<file path="config.mk">
export PLATFORM = sky130hd
export DESIGN_NAME = dds_io_port_flat
export DESIGN_NICKNAME = d
export VERILOG_FILES = /design/src/rtl/dds_io_port_if.sv /design/src/rtl/dds_io_port.sv /design/src/flat_wrapper.sv
export SDC_FILE = /design/constraint.sdc
export NUM_CORES = 1
export LEC_CHECK = 0
export BUFFER_PORTS_ARGS = -buffer_cell sky130_fd_sc_hd__buf_2
export CAP_MARGIN = 20
export CORE_MARGIN = 1.5
export CORE_UTILIZATION = 50
export DETAILED_ROUTE_END_ITERATION = 10
export PLACE_DENSITY = 0.71
export REMOVE_ABC_BUFFERS = 1
export SLEW_MARGIN = 20
export SYNTH_ARGS = -nofsm -noshare
export SYNTH_HDL_FRONTEND = slang
export SYNTH_SLANG_ARGS = --single-unit
</file>
<file path="constraint.sdc">
create_clock -name clk -period 2.3 [get_ports clk]
set_input_delay 0.69 -clock clk [delete_from_list [all_inputs] [get_ports clk]]
set_output_delay 0.69 -clock clk [all_outputs]
set_load 0.01 [all_outputs]
</file>
<file path="src/rtl/dds_io_port_if.sv">
// J1 io_* bus bundle between the CPU and dds_io_port.
// One-hot io_addr, single-cycle strobes, registered read data.
interface dds_io_port_if;
    logic        io_rd;
    logic        io_wr;
    logic [15:0] io_addr;
    logic [15:0] io_dout;
    logic [15:0] io_din;

    modport master (
        output io_rd,
        output io_wr,
        output io_addr,
        output io_dout,
        input  io_din
    );

    modport slave (
        input  io_rd,
        input  io_wr,
        input  io_addr,
        input  io_dout,
        output io_din
    );
endinterface

</file>
<file path="src/rtl/dds_io_port.sv">
// AD9958 serial port driver and reloadable timer on the J1 io_* bus.
// SPI shifter, chip select, deferred IO_UPDATE pulse, timer interrupt.
module dds_io_port #(
    parameter int CLKDIV = 2,
    parameter int UPDLEN = 4
) (
    input  logic         clk,
    input  logic         resetq,
    dds_io_port_if.slave bus,
    output logic         interrupt_request,
    output logic         dds_sclk,
    output logic         dds_sdio,
    output logic         dds_cs_n,
    output logic         dds_ioupdate
);

    typedef enum logic [1:0] {
        S_IDLE,
        S_LOW,
        S_HIGH
    } spi_state_t;

    localparam logic [7:0] DIV_LAST = 8'(CLKDIV - 1);
    localparam logic [3:0] UPD_LAST = 4'(UPDLEN - 1);

    logic sel_spi8;
    logic sel_spi16;
    logic sel_ctl;
    logic sel_tmr;
    logic sel_ack;

    assign sel_spi8  = bus.io_addr[8];
    assign sel_spi16 = bus.io_addr[9];
    assign sel_ctl   = bus.io_addr[10];
    assign sel_tmr   = bus.io_addr[11];
    assign sel_ack   = bus.io_addr[12];

    logic unused_addr;
    assign unused_addr = ^{bus.io_addr[15:13], bus.io_addr[7:0]};

    logic wr_data;
    logic wr_wide;
    logic wr_ctl;
    logic wr_tmr;
    logic wr_ack;
    logic rd_stat;
    logic upd_req;

    assign wr_data = bus.io_wr & (sel_spi8 | sel_spi16);
    assign wr_wide = bus.io_wr & sel_spi16;
    assign wr_ctl  = bus.io_wr & sel_ctl;
    assign wr_tmr  = bus.io_wr & sel_tmr;
    assign wr_ack  = bus.io_wr & sel_ack;
    assign rd_stat = bus.io_rd & sel_spi8;
    assign upd_req = wr_ctl & bus.io_dout[1];

    spi_state_t  state;
    logic [15:0] shreg;
    logic [4:0]  nbits;
    logic [7:0]  div_cnt;
    logic        busy;
    logic        overrun;

    assign busy = (state != S_IDLE);

    // Each bit: CLKDIV cycles low, then CLKDIV cycles high.
    always_ff @(posedge clk or negedge resetq) begin
        if (!resetq) begin
            state    <= S_IDLE;
            shreg    <= '0;
            nbits    <= '0;
            div_cnt  <= '0;
            dds_sclk <= 1'b0;
            dds_sdio <= 1'b0;
        end else begin
            unique case (state)
                S_IDLE: begin
                    if (wr_data) begin
                        state    <= S_LOW;
                        div_cnt  <= '0;
                        dds_sclk <= 1'b0;
                        if (wr_wide) begin
                            shreg    <= bus.io_dout;
                            nbits    <= 5'd16;
                            dds_sdio <= bus.io_dout[15];
                        end else begin
                            shreg    <= {bus.io_dout[7:0], 8'h00};
                            nbits    <= 5'd8;
                            dds_sdio <= bus.io_dout[7];
                        end
                    end
                end
                S_LOW: begin
                    if (div_cnt == DIV_LAST) begin
                        state    <= S_HIGH;
                        div_cnt  <= '0;
                        dds_sclk <= 1'b1;
                    end else begin
                        div_cnt <= div_cnt + 8'd1;
                    end
                end
                S_HIGH: begin
                    if (div_cnt == DIV_LAST) begin
                        div_cnt  <= '0;
                        dds_sclk <= 1'b0;
                        shreg    <= {shreg[14:0], 1'b0};
                        nbits    <= nbits - 5'd1;
                        if (nbits == 5'd1) begin
                            state    <= S_IDLE;
                            dds_sdio <= 1'b0;
                        end else begin
                            state    <= S_LOW;
                            dds_sdio <= shreg[14];
                        end
                    end else begin
                        div_cnt <= div_cnt + 8'd1;
                    end
                end
                default: begin
                    state    <= S_IDLE;
                    dds_sclk <= 1'b0;
                end
            endcase
        end
    end

    always_ff @(posedge clk or negedge resetq) begin
        if (!resetq) begin
            overrun <= 1'b0;
        end else if (wr_data && busy) begin
            overrun <= 1'b1;
        end else if (rd_stat) begin
            overrun <= 1'b0;
        end
    end

    always_ff @(posedge clk or negedge resetq) begin
        if (!resetq) begin
            dds_cs_n <= 1'b1;
        end else if (wr_ctl) begin
            dds_cs_n <= bus.io_dout[0];
        end
    end

    logic       upd_pend;
    logic [3:0] upd_cnt;

    // A request landing while a pulse runs or one is queued is absorbed.
    always_ff @(posedge clk or negedge resetq) begin
        if (!resetq) begin
            upd_pend     <= 1'b0;
            upd_cnt      <= '0;
            dds_ioupdate <= 1'b0;
        end else if (dds_ioupdate) begin
            if (upd_cnt == 4'd0) begin
                dds_ioupdate <= 1'b0;
            end else begin
                upd_cnt <= upd_cnt - 4'd1;
            end
        end else if (upd_pend) begin
            if (!busy) begin
                upd_pend     <= 1'b0;
                dds_ioupdate <= 1'b1;
                upd_cnt      <= UPD_LAST;
            end
        end else if (upd_req) begin
            if (busy) begin
                upd_pend <= 1'b1;
            end else begin
                dds_ioupdate <= 1'b1;
                upd_cnt      <= UPD_LAST;
            end
        end
    end

    logic [15:0] reload;
    logic [15:0] tmr_cnt;
    logic        expire;

    assign expire = !wr_tmr && (reload != '0) && (tmr_cnt == '0);

    always_ff @(posedge clk or negedge resetq) begin
        if (!resetq) begin
            reload  <= '0;
            tmr_cnt <= '0;
        end else if (wr_tmr) begin
            reload  <= bus.io_dout;
            tmr_cnt <= bus.io_dout;
        end else if (reload != '0) begin
            if (tmr_cnt == '0) begin
                tmr_cnt <= reload;
            end else begin
                tmr_cnt <= tmr_cnt - 16'd1;
            end
        end
    end

    // Expiry beats a same-cycle acknowledge so no tick is lost.
    always_ff @(posedge clk or negedge resetq) begin
        if (!resetq) begin
            interrupt_request <= 1'b0;
        end else if (expire) begin
            interrupt_request <= 1'b1;
        end else if (wr_ack) begin
            interrupt_request <= 1'b0;
        end
    end

    logic [15:0] rdata;
    logic [15:0] din_q;

    always_comb begin
        rdata = '0;
        if (sel_spi8) begin
            rdata = rdata | {14'b0, overrun, busy};
        end
        if (sel_ctl) begin
            rdata = rdata | {14'b0, upd_pend | dds_ioupdate, dds_cs_n};
        end
        if (sel_tmr) begin
            rdata = rdata | tmr_cnt;
        end
        if (sel_ack) begin
            rdata = rdata | {15'b0, interrupt_request};
        end
    end

    always_ff @(posedge clk or negedge resetq) begin
        if (!resetq) begin
            din_q <= '0;
        end else if (bus.io_rd) begin
            din_q <= rdata;
        end
    end

    assign bus.io_din = din_q;

endmodule

</file>
<file path="src/flat_wrapper.sv">
// flat-port wrapper written by rule: the top's interface ports become plain ports
module dds_io_port_flat 
#(
    parameter int CLKDIV = 2,
    parameter int UPDLEN = 4
)
  (clk, resetq, interrupt_request, dds_sclk, dds_sdio, dds_cs_n, dds_ioupdate, bus_io_rd, bus_io_wr, bus_io_addr, bus_io_dout, bus_io_din);
  dds_io_port_if bus_i ();
  input  logic clk;
  input  logic resetq;
  output logic interrupt_request;
  output logic dds_sclk;
  output logic dds_sdio;
  output logic dds_cs_n;
  output logic dds_ioupdate;
  input wire logic [$bits(bus_i.io_rd)-1:0] bus_io_rd;
  input wire logic [$bits(bus_i.io_wr)-1:0] bus_io_wr;
  input wire logic [$bits(bus_i.io_addr)-1:0] bus_io_addr;
  input wire logic [$bits(bus_i.io_dout)-1:0] bus_io_dout;
  output wire logic [$bits(bus_i.io_din)-1:0] bus_io_din;
  assign bus_i.io_rd = bus_io_rd;
  assign bus_i.io_wr = bus_io_wr;
  assign bus_i.io_addr = bus_io_addr;
  assign bus_i.io_dout = bus_io_dout;
  assign bus_io_din = bus_i.io_din;
  dds_io_port #(.CLKDIV(CLKDIV), .UPDLEN(UPDLEN)) u_core (.clk(clk), .resetq(resetq), .bus(bus_i), .interrupt_request(interrupt_request), .dds_sclk(dds_sclk), .dds_sdio(dds_sdio), .dds_cs_n(dds_cs_n), .dds_ioupdate(dds_ioupdate));
endmodule
</file>
==> results.toml, run 1 <==
[clock_tree]
cts_max_path_buffers = 2
clock_latency_ns = 0.37
cts_tree = "built"
cts-root-buf = "clkbuf_8"
htree_levels = 3
clock-sinks = 88
cts_made_buffers = 9
clk_pin_slew_worst_paths_ns = 0.09

[cells_and_area]
area_delta_synth_final_pct = 17.79
drive_gt1_frac = 0.2368
final_net_count = 646
utilization = 0.6045
fin_cells = 715
diodes = 0

[grt]
grt_use_total = 0.2472
grt_max_degree = 45
overflow = 0
grt_pass1_wl_mm = 19.25
grt_pass1_vias = 4048
antenna_found_initial = 0

[synth]
ys_seq_elements = 88
yosysSeqAreaShare = 0.4669
async_flop_share = 1.000
ys_types = 61
synthFlopType = "dfrtp_1"
syn_avg_cell_area_sq_um = 8.955
synth_edf_count = 0
syn_inst = 527
syn_area_sq_um = 4720
yosys_warnings = 0

[route]
vias = 4095
met3_length_microns = 570
first_pass_iters = 4
routed_wl_mm = 11.61
top_layer = "met4"
drt_iter0_markers = 321
met1Wirelength_mm = 5.217
avgRoutedWirePerCell_microns = 16.24
via_per_inst = 5.727
drt_drc_violations_left = 0
antenna_left = 0
wl_met2_mm = 5.515

[power_and_ir_drop]
ir_drop_mv = 0.5840
share_seq_of_total_power = 0.396
power.density_nw_per_um2 = 1069
p_comb_frac = 0.413
power.internal_w = 0.003658
switching_share = 0.3843
leakage_nw = 2.568
clkPwrFrac = 0.190
p_sw_w = 0.002284

[sta]
hold_viol_final = 0
period_needed_ns = 2.344
fin_skew_ns = 0.01076
setup_slack_ns = -0.04441
setup_viol = 5
timing.final.crit_share = 1.019
holdWs_ns = 0.3122
maxSlewHeadroom = 0.4919
max_freq_mhz = 426.5
rsz0062_at_grt = "yes"
finalMaxSlewViolations = 0
tightestPinTransition_ns = 0.7524

[hold_path]
hold_path.class = "in2async"

[worst_setup_path]
crit_path_start = "u_core.tmr_cnt[0]"
critical_path.startpoint_type = "flip-flop"
crit_type = "reg2reg"
reg2reg_from = "u_core.tmr_cnt[0]"
cp_max_fo = 5
worst_ep_required_time_ns = 2.55
cp.arrival_ns = 2.60
crit_path_end_kind = "flip-flop"

[placement]
io_buffers = 45
place.gp.congestion = 0.8735
dp.cells = 695
dp_hpwl_mm = 8.395

[floorplan]
die_w_microns = 100.2
dieHeight_microns = 100.2
die_area_sq_um = 10030
io_pins = 57
start_util = 0.5132
core_area_sq_um = 9196
rows = 35

[outcome]
status = "finished with violations"
violations = "negative setup slack"

[flow_run]
maxCapViolCount = 0
Yosys cell counts (7+ instances only):
cell      instances  share of area
a21oi_1          21          0.022
a31oi_1           7         0.0093
clkbuf_1         22          0.017
dfrtp_1          87           0.46
ha_1             11          0.029
inv_1            31          0.025
mux2_2           10          0.024
mux2i_1           9          0.019
nand2_1          91          0.072
nand3_1          20          0.021
nor2_1           45          0.036
nor3b_1           7          0.011
nor4_1            7         0.0093
o211ai_1          8          0.013
o21ai_0          57          0.060
xor2_1            7          0.013
registers in the layout, summed over array words and instances (netlist names), 4 cells and up:
| name | cells |
|---|---|
| u_core.upd_cnt | 4 |
| u_core.bus.io_din | 16 |
| u_core.reload | 16 |
| u_core.tmr_cnt | 16 |
| u_core.nbits | 5 |
| u_core.div_cnt | 8 |
| u_core.shreg | 15 |
through the flow:
step / setup WS (ns) / cell area [sq um] / power [W] / TNS (ns)
3_5_place_dp: -0.08487 / 5271 / 0.004761 / -0.3620
2_1_floorplan: -0.3138 / 4579 / 0.003851 / -3.167
5_1_grt: -0.09027 / 5559 / 0.006389 / -0.5397
3_3_place_gp: -0.02974 / 5271 / 0.004639 / -0.06343
6_report: -0.04441 / 5559 / 0.005942 / -0.1226
4_1_cts: -0.06680 / 5520 / 0.005921 / -0.2513
layer usage:
| layer | up-vias | track usage |
|---|---|---|
| met2 | 115 | 0.3972 |
| li1 | 1978 | - |
| met1 | 1980 | 0.3277 |
| met3 | 22 | 0.05362 |
| met4 | 0 | 0.09751 |
| met5 | - | 0 |
cell families (layout without fill, tap and decap cells):
logic type | count (synthesis) | in the layout | share of synthesized area
and+or+nand+nor | 212 | 212 | 0.2219
muxes | 19 | 19 | 0.04295
AOI/OAI and AO/OA | 129 | 129 | 0.1681
xor gates and xnor gates | 9 | 9 | 0.01670
DFF | 88 | 88 | 0.4669
buffers and inverters | 59 | 136 | 0.05435
adders and majority gates | 11 | 11 | 0.02916
critical path, cell delays in order, from the launching register on:
cell and delay [ns]:
dfrtp_1 0.40, inv_2 0.08, ha_4 0.13, or4b_4 0.47
or4b_4 0.60, or2_4 0.29, o21ai_1 0.15, o211ai_1 0.10
final timing paths:
kind	cells after the start	slack, ns	endpoint
max reg2reg	7	-0.04	u_core.tmr_cnt[12]
min	1	0.31	u_core.bus.io_din[6]
min in group clk	1	0.50	u_core.div_cnt[7]
max	7	-0.04	u_core.tmr_cnt[12]
min reg2reg	1	0.50	u_core.div_cnt[7]
max in group asynchronous	2	1.40	u_core.div_cnt[4]
final cells by class:
cell class              instances  area, sq um
fillers                       821         3637
multi-input cells             380         2311
flip-flops and latches         88         2203
repair buffers                 89        583.1
well taps                     111        138.9
clock buffers                  10        137.6
inverters                      31        116.4
clock inverters                 6        68.82
cells in the final DEF, fill, tap and decap left out, types with 4 or more instances in the layout:
| cell type | instances |
|---|---|
| o31ai_1 | 6 |
| clkinvlp_4 | 4 |
| xor2_1 | 7 |
| nor2_1 | 44 |
| nor4_1 | 6 |
| nor3b_1 | 7 |
| ha_1 | 10 |
| o311ai_1 | 4 |
| o211ai_1 | 8 |
| clkbuf_8 | 10 |
| a22oi_1 | 4 |
| o21ai_0 | 54 |
| nor3_1 | 5 |
| a21oi_1 | 20 |
| and2_1 | 4 |
| a31oi_1 | 7 |
| mux2i_1 | 9 |
| buf_2 | 44 |
| nand3_1 | 19 |
| inv_1 | 29 |
| mux2_2 | 10 |
| buf_4 | 43 |
| and3_1 | 5 |
| nand2_1 | 91 |
| dfrtp_1 | 87 |
power groups by stage:
| stage | clock, W | combinational (W) | sequential, W |
|---|---|---|---|
| 3_5_place_dp | 0 | 0.00239 | 0.00238 |
| 6_report | 0.00113 | 0.00246 | 0.00235 |
| 4_1_cts | 0.00115 | 0.00242 | 0.00235 |
| 3_3_place_gp | 0 | 0.00229 | 0.00235 |
| 5_1_grt | 0.00123 | 0.00274 | 0.00242 |
| 2_1_floorplan | 0 | 0.00145 | 0.00240 |
repair_timing:
item	4_1_cts	5_1_grt
gates resized for setup	10	5
hold buffers	0	0
gates cloned	0	0
endpoints found under the hold margin	0	0
endpoints found under the setup margin	9	24
buffers inserted	2	2
pin swaps	8	5
No activity file was read; power rests on OpenSTA's default activity.
==> inputs of run 2 (changes only) <==
Settings changed: ABC_AREA set to 1, CELL_PAD_IN_SITES_DETAIL_PLACEMENT set to 0, CELL_PAD_IN_SITES_GLOBAL_PLACEMENT set to 1, CORE_UTILIZATION 50 to 39, PLACE_DENSITY 0.71 to 0.75, SKIP_CTS_REPAIR_TIMING set to 1.
==> results.toml, run 2 <==
[outcome]
status = "finished, final reports clean"

[clock_tree]
cts_tree = "built"
clock-sinks = 88
clock_latency_ns = 0.35
clk_pin_slew_worst_paths_ns = 0.06
htree_levels = 3
cts_max_path_buffers = 2
cts_made_buffers = 9
cts-root-buf = "clkbuf_16"

[cells_and_area]
drive_gt1_frac = 0.1396
final_net_count = 787
fin_cells = 917
final_cell_mix = "187 x nand2_1, 93 x nor2_1, 88 x inv_1"
fill_cells = 1337
layout_commonest_cell = "nand2_1"
utilization = 0.4586
diodes = 0
area_delta_synth_final_pct = 14.30

[floorplan]
dieHeight_microns = 117.2
io_pins = 57
die_area_sq_um = 13730
start_util = 0.4012
die_w_microns = 117.2
rows = 41
core_area_sq_um = 12670

[synth]
ys_top_cells_by_count = "187 x nand2_1, 93 x nor2_1, 88 x inv_1"
synthMostInstantiatedCell = "nand2_1"
yosys-top-cells-area = "dfrtp_1 43%, nand2_1 14%, nand3_1 7.6%"
syn_inst = 689
yosysSeqAreaShare = 0.4334
syn_avg_cell_area_sq_um = 7.378
async_flop_share = 1.000
synth.top_cell.area_share = 0.4283
synthFlopType = "dfrtp_1"
syn_area_sq_um = 5084
ys_seq_elements = 88
synth_edf_count = 0
ys_types = 39
yosys_warnings = 0
yosys.area.top_type = "dfrtp_1"

[grt]
grt_max_degree = 46
grt_use_total = 0.2043
grt_pass1_vias = 4269
overflow = 0
antenna_found_initial = 0
grt_pass1_wl_mm = 21.38

[placement]
place.gp.congestion = 0.8020
io_buffers = 45
place_ws_ns = 0.3567
dp_hpwl_mm = 9.538
dp.cells = 901

[route]
first_pass_iters = 5
top_layer = "met4"
wl_met2_mm = 6.004
met1Wirelength_mm = 5.992
drt_iter0_markers = 254
antenna_left = 0
avgRoutedWirePerCell_microns = 13.86
vias = 4505
met3_length_microns = 511
drt_drc_violations_left = 0
routed_wl_mm = 12.71
via_per_inst = 4.913

[worst_setup_path]
reg2reg_from = "u_core.tmr_cnt[0]"
cp_cell_sequence = "inv_1 -> ha_1 -> inv_1 -> nor2_1 -> nand2_1 -> nor2_1 -> nand3_1 -> nor2_1 -> nor2_1 -> nand2_1 -> nand2_1"
cpPeakStageDelay_ns = 0.43
cp_max_fo = 8
crit_type = "reg2reg"
r2r_slack_ns = 0.46
critical_path.startpoint_type = "flip-flop"
cp_slowest_cell = "dfrtp_1"
crit_path_start = "u_core.tmr_cnt[0]"
crit_path_end_kind = "flip-flop"
worstRegToRegCells = 11
cp.arrival_ns = 2.08
cpMostUsedCell = "nor2_1"
worst_ep_required_time_ns = 2.53
r2r-end = "u_core.tmr_cnt[9]"
endpoint = "u_core.tmr_cnt[9]"

[sta]
maxSlewHeadroom = 0.6383
max_freq_mhz = 543.0
holdWs_ns = 0.3005
tns_ns = 0
tightestPinTransition_ns = 0.5404
period_needed_ns = 1.842
setup_viol = 0
finalMaxSlewViolations = 0
setup_slack_ns = 0.4582
hold_viol_final = 0
fin_skew_ns = 0.006967
rsz0062_at_grt = "no"
timing.final.crit_share = 0.8008

[hold_path]
hold_path.class = "in2async"

[power_and_ir_drop]
power.density_nw_per_um2 = 1046
leakage_nw = 3.008
ir_drop_mv = 0.5459

[flow_run]
maxCapViolCount = 0
run 2: cell types whose count changed after synthesis, moves of 9 or more:
cell	change
a21oi_1	-18
clkbuf_1	-15
nand4_1	+9
nand3_1	+57
mux2i_1	-9
o21ai_0	-17
inv_1	+57
nor2_1	+48
mux2_2	-10
nand2_1	+96
run 2: layout make-up:
type | instances | area (sq um) | area share
clock inverters | 2 | 37.54 | 0.006460
inverters | 94 | 352.8 | 0.06072
well taps | 172 | 215.2 | 0.03704
flip-flops and latches | 88 | 2203 | 0.3792
multi-input cells | 487 | 2385 | 0.4104
clock buffers | 14 | 264.0 | 0.04543
repair buffers | 60 | 352.8 | 0.06072
run 2: per-layer routing:
layer / vias to the layer above / global-route usage
met2: 94 / 0.3326
li1: 2292 / -
met5: - / 0
met4: 0 / 0.06506
met1: 2105 / 0.2719
met3: 14 / 0.04480
run 2: stage by stage:
| step | power, W | area [sq um] |
|---|---|---|
| floorplan | 0.003895 | 4941 |
| global placement | 0.004565 | 5509 |
| detailed placement | 0.004619 | 5509 |
| CTS | 0.006160 | 5811 |
| global route | 0.006601 | 5811 |
| finish | 0.006077 | 5811 |
run 2: cell families (layout without fill, tap and decap cells):
kind of cell | count (synthesis) | after routing | share of synthesized area
adder cells (fa/ha/maj) | 11 | 11 | 0.02707
XOR/XNOR | 7 | 7 | 0.01206
buffers and inverters | 114 | 170 | 0.09747
AND/OR/NAND/NOR | 394 | 394 | 0.3411
flip-flops | 88 | 88 | 0.4334
AO/OA/AOI/OAI | 75 | 75 | 0.08885
run 2: report_power, final:
group          leakage (nW)  internal, W  switching, W
combinational          1.74     0.000791       0.00147
clock                 0.143     0.000903      0.000594
sequential             1.13      0.00197      0.000349
run 2: worst max-delay path: cells and delay by family (launching register included):
kind	cells	cell delay, ns
AND/OR/NAND/NOR	8	0.86
flip-flops	1	0.43
buffers and inverters	2	0.26
adder cells (fa/ha/maj)	1	0.17
run 2: worst min path at each step:
stage,end,cells after the start,startpoint
final,u_core.tmr_cnt[11],1,resetq
after global routing,u_core.tmr_cnt[11],1,resetq
after CTS,u_core.tmr_cnt[11],1,resetq
after detailed placement,u_core.shreg[8],2,u_core.shreg[8]
after global placement,u_core.nbits[1],2,u_core.nbits[1]
after floorplan,u_core.bus.io_din[0],0,resetq
